$ cat config.mk
export PLATFORM = sky130hd
export DESIGN_NAME = uart_rx_word
export DESIGN_NICKNAME = d
export VERILOG_FILES = /design/src/rtl/uart_pkg.sv /design/src/rtl/uart_rx_byte.sv /design/src/rtl/uart_rx_word.sv
export SDC_FILE = /design/constraint.sdc
export NUM_CORES = 1
export LEC_CHECK = 0
export CAP_MARGIN = 20
export CORE_ASPECT_RATIO = 0.75
export CORE_UTILIZATION = 25
export CTS_BUF_LIST = sky130_fd_sc_hd__clkbuf_16
export DETAILED_ROUTE_END_ITERATION = 8
export MAX_ROUTING_LAYER = met4
export PLACE_DENSITY = 0.38
export SYNTH_ARGS = -nofsm -noshare
export SYNTH_HDL_FRONTEND = slang
export SYNTH_SLANG_ARGS = --single-unit
$ cat constraint.sdc
create_clock -name clk -period 2.4 [get_ports clk]
set_clock_uncertainty 0.05 [all_clocks]
set_input_delay 0.36 -clock clk [delete_from_list [all_inputs] [get_ports clk]]
set_output_delay 0.36 -clock clk [all_outputs]
set_load 0.01 [all_outputs]
$ cat src/rtl/uart_pkg.sv
`default_nettype none
`timescale 1ns/1ps
// ============================================================================
//  Module : uart_pkg
//  Brief  : Shared definitions for the UART receive path: receiver state
//           encoding, data-bit count and the half-bit counter reload helper.
//           Optional macro UART_RX_PARITY_EN adds the PARITY state (8E1).
//  Rev    : 1.0  initial release
// ============================================================================
package uart_pkg;

  // Data bits per UART character
  localparam int UART_DATA_BITS = 8;

  // Receiver FSM states; PARITY exists only when parity checking is built in
  typedef enum logic [2:0] {
    ST_IDLE   = 3'd0,
    ST_START  = 3'd1,
    ST_DATA   = 3'd2,
`ifdef UART_RX_PARITY_EN
    ST_PARITY = 3'd3,
`endif
    ST_STOP   = 3'd4,
    ST_BREAK  = 3'd5
  } uart_state_e;

  // Counter reload that lands the first sample in the middle of the start bit
  function automatic int unsigned half_bit_reload(input int unsigned clks_per_bit);
    return (clks_per_bit / 2) - 1;
  endfunction

endpackage : uart_pkg
`default_nettype wire

$ cat src/rtl/uart_rx_byte.sv
`default_nettype none
`timescale 1ns/1ps
// ============================================================================
//  Module : uart_rx_byte
//  Brief  : rx synchroniser plus UART character deframer. Emits each good
//           byte with a pulse on byte_valid_o, and pulses frame_err_o on a
//           low stop bit (or an even-parity mismatch when UART_RX_PARITY_EN
//           is defined). A low stop bit parks the FSM in BREAK until the
//           line returns high. ce_i low freezes every flop, pulses included.
//  Rev    : 1.0  initial release
// ============================================================================
module uart_rx_byte
  import uart_pkg::*;
#(
  parameter int CLKS_PER_BIT = 434
) (
  input  logic       clk,
  input  logic       rst_n,
  input  logic       ce_i,
  input  logic       rx_i,
  output logic [7:0] byte_o,
  output logic       byte_valid_o,
  output logic       frame_err_o
);

  localparam int CNT_W = $clog2(CLKS_PER_BIT);
  localparam int BIT_W = $clog2(UART_DATA_BITS);

  localparam logic [CNT_W-1:0] FULL_RELOAD = CNT_W'(CLKS_PER_BIT - 1);
  localparam logic [CNT_W-1:0] HALF_RELOAD = CNT_W'(half_bit_reload(CLKS_PER_BIT));
  localparam logic [BIT_W-1:0] LAST_BIT    = BIT_W'(UART_DATA_BITS - 1);

`ifdef UART_RX_PARITY_EN
  localparam uart_state_e AFTER_DATA = ST_PARITY;
`else
  localparam uart_state_e AFTER_DATA = ST_STOP;
`endif

  logic             sync1_q;
  logic             rxs_q;
  uart_state_e      state_q;
  logic [CNT_W-1:0] baud_q;
  logic [BIT_W-1:0] bit_cnt_q;
  logic [7:0]       shift_q;
  logic [7:0]       byte_q;
  logic             byte_valid_q;
  logic             frame_err_q;
  logic             baud_expired;
  logic             parity_bad;

  assign baud_expired = (baud_q == '0);

`ifdef UART_RX_PARITY_EN
  logic parity_err_q;
  assign parity_bad = parity_err_q;
`else
  assign parity_bad = 1'b0;
`endif

  // Two-flop synchroniser; both flops idle high so reset never looks like a start bit
  always_ff @(posedge clk or negedge rst_n) begin
    if (!rst_n) begin
      sync1_q <= 1'b1;
      rxs_q   <= 1'b1;
    end else if (ce_i) begin
      sync1_q <= rx_i;
      rxs_q   <= sync1_q;
    end
  end

  // Deframing FSM: mid-bit sampling, LSB-first shift, registered byte/pulse outputs
  always_ff @(posedge clk or negedge rst_n) begin
    if (!rst_n) begin
      state_q      <= ST_IDLE;
      baud_q       <= '0;
      bit_cnt_q    <= '0;
      shift_q      <= '0;
      byte_q       <= '0;
      byte_valid_q <= 1'b0;
      frame_err_q  <= 1'b0;
`ifdef UART_RX_PARITY_EN
      parity_err_q <= 1'b0;
`endif
    end else if (ce_i) begin
      byte_valid_q <= 1'b0;
      frame_err_q  <= 1'b0;
      case (state_q)
        ST_IDLE: begin
          if (!rxs_q) begin
            state_q <= ST_START;
            baud_q  <= HALF_RELOAD;
          end
        end

        ST_START: begin
          if (baud_expired) begin
            if (rxs_q) begin
              // Line is back high at mid start bit: a glitch, not a frame
              state_q <= ST_IDLE;
            end else begin
              state_q   <= ST_DATA;
              baud_q    <= FULL_RELOAD;
              bit_cnt_q <= '0;
`ifdef UART_RX_PARITY_EN
              parity_err_q <= 1'b0;
`endif
            end
          end else begin
            baud_q <= baud_q - CNT_W'(1);
          end
        end

        ST_DATA: begin
          if (baud_expired) begin
            baud_q  <= FULL_RELOAD;
            shift_q <= {rxs_q, shift_q[7:1]};
            if (bit_cnt_q == LAST_BIT) begin
              bit_cnt_q <= '0;
              state_q   <= AFTER_DATA;
            end else begin
              bit_cnt_q <= bit_cnt_q + BIT_W'(1);
            end
          end else begin
            baud_q <= baud_q - CNT_W'(1);
          end
        end

`ifdef UART_RX_PARITY_EN
        ST_PARITY: begin
          if (baud_expired) begin
            baud_q       <= FULL_RELOAD;
            // Even parity: data bits plus parity bit must hold an even count of ones
            parity_err_q <= ^{shift_q, rxs_q};
            state_q      <= ST_STOP;
          end else begin
            baud_q <= baud_q - CNT_W'(1);
          end
        end
`endif

        ST_STOP: begin
          if (baud_expired) begin
            baud_q <= FULL_RELOAD;
            if (rxs_q) begin
              state_q <= ST_IDLE;
              if (parity_bad) begin
                frame_err_q <= 1'b1;
              end else begin
                byte_q       <= shift_q;
                byte_valid_q <= 1'b1;
              end
            end else begin
              frame_err_q <= 1'b1;
              state_q     <= ST_BREAK;
            end
          end else begin
            baud_q <= baud_q - CNT_W'(1);
          end
        end

        ST_BREAK: begin
          if (rxs_q) begin
            state_q <= ST_IDLE;
          end
        end

        default: begin
          state_q <= ST_IDLE;
        end
      endcase
    end
  end

  assign byte_o       = byte_q;
  assign byte_valid_o = byte_valid_q;
  assign frame_err_o  = frame_err_q;

endmodule : uart_rx_byte
`default_nettype wire

$ cat src/rtl/uart_rx_word.sv
`default_nettype none
`timescale 1ns/1ps
// ============================================================================
//  Module : uart_rx_word
//  Brief  : Boot-loader serial front end. Receives UART bytes, pairs them
//           into 16-bit words (first byte in the high half) and offers each
//           word on a valid/ready handshake. frame_err pulses on a bad frame
//           (and drops any half-assembled word); overrun pulses when a word
//           completes while the previous one is still unaccepted (the new
//           word is dropped). Optional macro UART_RX_PARITY_EN selects 8E1.
//  Rev    : 1.0  initial release
// ============================================================================
module uart_rx_word
  import uart_pkg::*;
#(
  parameter int CLKS_PER_BIT = 434,
  parameter int WORD_WIDTH   = 16
) (
  input  logic                  clk,
  input  logic                  rst_n,
  input  logic                  ce,
  input  logic                  rx,
  output logic [WORD_WIDTH-1:0] word_data,
  output logic                  word_valid,
  input  logic                  word_ready,
  output logic                  frame_err,
  output logic                  overrun
);

  logic [7:0]            rx_byte;
  logic                  rx_byte_valid;
  logic                  rx_frame_err;
  logic                  handshake;

  logic [7:0]            hi_q,        hi_d;
  logic                  pending_q,   pending_d;
  logic [WORD_WIDTH-1:0] word_data_q, word_data_d;
  logic                  valid_q,     valid_d;
  logic                  overrun_q,   overrun_d;

  uart_rx_byte #(
    .CLKS_PER_BIT (CLKS_PER_BIT)
  ) u_rx_byte (
    .clk          (clk),
    .rst_n        (rst_n),
    .ce_i         (ce),
    .rx_i         (rx),
    .byte_o       (rx_byte),
    .byte_valid_o (rx_byte_valid),
    .frame_err_o  (rx_frame_err)
  );

  // ce gates the register update below, so it is implied here
  assign handshake = valid_q & word_ready;

  // Byte pairing and output slot next-state
  always_comb begin
    hi_d        = hi_q;
    pending_d   = pending_q;
    word_data_d = word_data_q;
    valid_d     = valid_q;
    overrun_d   = 1'b0;

    if (handshake) begin
      valid_d = 1'b0;
    end

    if (rx_frame_err) begin
      // A bad frame invalidates any half word already collected
      pending_d = 1'b0;
    end else if (rx_byte_valid) begin
      if (!pending_q) begin
        hi_d      = rx_byte;
        pending_d = 1'b1;
      end else begin
        pending_d = 1'b0;
        if (!valid_q || handshake) begin
          word_data_d = {hi_q, rx_byte};
          valid_d     = 1'b1;
        end else begin
          // Held word has priority; the new one is lost
          overrun_d = 1'b1;
        end
      end
    end
  end

  // Word assembly and output registers; everything holds while ce is low
  always_ff @(posedge clk or negedge rst_n) begin
    if (!rst_n) begin
      hi_q        <= '0;
      pending_q   <= 1'b0;
      word_data_q <= '0;
      valid_q     <= 1'b0;
      overrun_q   <= 1'b0;
    end else if (ce) begin
      hi_q        <= hi_d;
      pending_q   <= pending_d;
      word_data_q <= word_data_d;
      valid_q     <= valid_d;
      overrun_q   <= overrun_d;
    end
  end

  assign word_data  = word_data_q;
  assign word_valid = valid_q;
  assign overrun    = overrun_q;
  assign frame_err  = rx_frame_err;

endmodule : uart_rx_word
`default_nettype wire

==> reports/metrics.cfg <==
[drt]
drc=0
dr.pass1.iters=4
num_vias=1829
postRouteAntennaNets=0
vias_per_cell=4.60
wirelength_um=5930
drtIter0Drc=100
routedWlPerCell_um=14.9

[critical_path]
cp_slowest_cell=or4b_4
r2r-end=u_rx_byte.shift_q[5]$_DFFE_PN0P_
criticalPathCategory=reg2reg
worstPathMaxFanout=9
crit_end=u_rx_byte.shift_q[5]$_DFFE_PN0P_
cp_slowest_stage_delay_ns=0.51
r2r_cells=6
crit_chain=inv_1 -> ha_1 -> or4b_4 -> nor4_4 -> nand3_4 -> mux2_2
critPathArrivalTime_ns=2.33
critPathCaptureType=register
start_kind=register
timing.rr.start=u_rx_byte.baud_q[0]$_DFFE_PN0P_
crit_start=u_rx_byte.baud_q[0]$_DFFE_PN0P_
cp_data_required_time_ns=2.56
r2r_slack_ns=0.22

[floorplanning]
die_h_um=93.2
start_util=0.263
design.core.area_mm2=0.0105
floorplan.die_area_mm2=0.0115
die_x_um=124
ios=24
rows=32

[synth]
ys_warn_count=0
synth_cell_type_count=48
syn-cell-area_mm2=0.00277
ys_ff_latch=62
syn_inst=218
syn_avg_cell_area_um2=12.7
synthFlopType=dfrtp_1
ys_async_sr_fraction=1.00
syn_nets=226
synth_seq_area_share=0.560
synth_edf_count=0

[clock_network]
worstSkewPairLatency_ns=0.32
cts_resized=0
clock_sinks=62
cts_tree=built
cts_buffer_depth=2
cts.hold.buffers_added=0
path_clk_slew_ns=0.06
root_buffer=clkbuf_16
cts_buffers=9
htreeDepth=3
postCtsSetupRepairBufs=0

[global_route]
grt_start_max_net_pins=32
grt_pass1_wl_um=10200
gr-total-overflow=0
antenna_found_initial=0
grtUsageTotal=0.122
grt_pass1_vias=1914

[place]
io_buffers=23
hpwl_um=4160
gp_congestion=0.780

[power_and_ir_drop]
clkPwrFrac=0.446
power.leakage_nw=1.63
powerDensity_mw_per_mm2=885
swShare=0.283
seq_power_share=0.392
p_switching_uw=892
p_int_mw=2.27
ir_drop_mv=0.358
share_comb_of_total_power=0.162

[timing]
worstMarginPinSlew_ns=0.740
holdWs_ns=0.0481
grt_setup_unrepaired=false
tns_ns=0
slew_viol_final=0
relSlewSlack=0.507
fmax_mhz=459
finalSetupViolCount=0
hold_violations=0
fin_crit_ns=2.18
fin_crit_sh=0.908

[run_status]
status=completed

[run]
max_cap_viol_count=0

[finish]
final_net_count=265
final_layout_size_suffix_gt1_frac=0.321
n_antenna_cell=0
area_growth_pct=28.6

[hold_path]
hold_class=in2async

[worst min path at each step]
stage                     startpoint                              end  slack (ns)  depth (start not counted)
after floorplan                rst_n              hi_q[0]$_DFFE_PN0P_        0.01                          0
after global placement         rst_n         word_data[8]$_DFFE_PN0P_        0.43                          1
after detailed placement       rst_n              hi_q[0]$_DFFE_PN0P_        0.43                          1
after CTS                      rst_n              hi_q[0]$_DFFE_PN0P_        0.08                          1
after global routing           rst_n  u_rx_byte.byte_o[1]$_DFFE_PN0P_        0.11                          1
final                          rst_n         word_data[8]$_DFFE_PN0P_        0.05                          1
[registers in the layout, summed over array words and instances, names as in the netlist, 3 cells and up]
name	cells
word_data	16
u_rx_byte.byte_o	8
u_rx_byte.state_q	3
u_rx_byte.bit_cnt_q	3
hi_q	8
u_rx_byte.baud_q	9
u_rx_byte.shift_q	8
[critical path, delay by kind of cell (launching register included)]
family | cells | cell delay (ns)
buffers and inverters | 1 | 0.07
and+or+nand+nor | 3 | 1.01
muxes | 1 | 0.31
DFF | 1 | 0.41
adders and majority gates | 1 | 0.21
[cell usage after synthesis (all sizes together) (2+ instances only)]
cell	n	area [µm²]
o21ai	9	45.0
nand2	10	37.5
o2bb2ai	4	35.0
a21o	2	15.0
o31ai	2	15.0
a21oi	6	30.0
nor2b	2	12.5
or4b	2	23.8
nor3	11	65.1
buf	5	23.8
nor3b	2	15.0
ha	3	37.5
nand4	2	18.8
nand3	5	37.5
nand2b	2	12.5
clkbuf	3	11.3
mux2	42	473
mux2i	3	30.0
a211o	2	17.5
nor4	2	27.5
dfrtp	60	1500
o211ai	3	22.5
inv	10	37.5
nor2	7	26.3
dfstp	2	52.6
[logic make-up (layout without fill, tap and decap cells)]
kind of cell / count (synthesis) / in the layout / share of synthesized area
xor+xnor: 1 / 1 / 0.00316
flops: 62 / 62 / 0.560
simple gates: 52 / 52 / 0.122
fa+ha+maj: 3 / 3 / 0.0135
buf+inv: 18 / 62 / 0.0262
mux: 45 / 45 / 0.181
compound gates: 37 / 37 / 0.0934
[per-layer routing]
metal	routed length, µm	track usage	share of wire
met5	0	-	0
met4	93	0.0452	0.016
met3	222	0.0329	0.037
met2	2310	0.154	0.39
met1	3300	0.181	0.56
[cell type report]
cell class / instances / area [µm²]
fill: 1039 / 6960
sequential: 62 / 1550
multi-input combinational: 138 / 1150
timing repair buffer: 36 / 335
clock buffer: 9 / 225
tap: 136 / 170
clock inverter: 7 / 97.6
inverter: 10 / 37.5
[cells in the final DEF (no fill, tap or decap), drive strengths merged, types with 3 or more instances in the layout]
cell type      synthesis  layout
a21oi                  6       6
buf                    5      14
clkbuf                 3       9
clkdlybuf4s50          0      22
dfrtp                 60      60
ha                     3       3
inv                   10      11
mux2                  42      42
mux2i                  3       3
nand2                 10      10
nand3                  5       5
nor2                   7       7
nor3                  11      11
o211ai                 3       3
o21ai                  9       9
o2bb2ai                4       4
[through the flow]
step | utilization | power [mW] | cell area (µm²) | worst slack (ns) | cells
2_1_floorplan | - | 1.58 | 2770 | 0.379 | 218
6_report | 0.339 | 3.16 | 3570 | 0.221 | 398
4_1_cts | 0.339 | 3.20 | 3570 | 0.193 | 398
3_3_place_gp | 0.308 | 1.77 | 3240 | 0.268 | 382
3_5_place_dp | 0.308 | 1.77 | 3240 | 0.209 | 382
5_1_grt | 0.339 | 3.32 | 3570 | 0.114 | 398
[power groups by stage]
stage               Clock, mW  Sequential [mW]  Combinational (mW)
floorplan                   0             1.20               0.380
global placement            0             1.26               0.517
detailed placement          0             1.25               0.512
CTS                      1.45             1.24               0.513
global route             1.50             1.25               0.569
finish                   1.41             1.24               0.510
No activity file was read; power rests on OpenSTA's default activity.
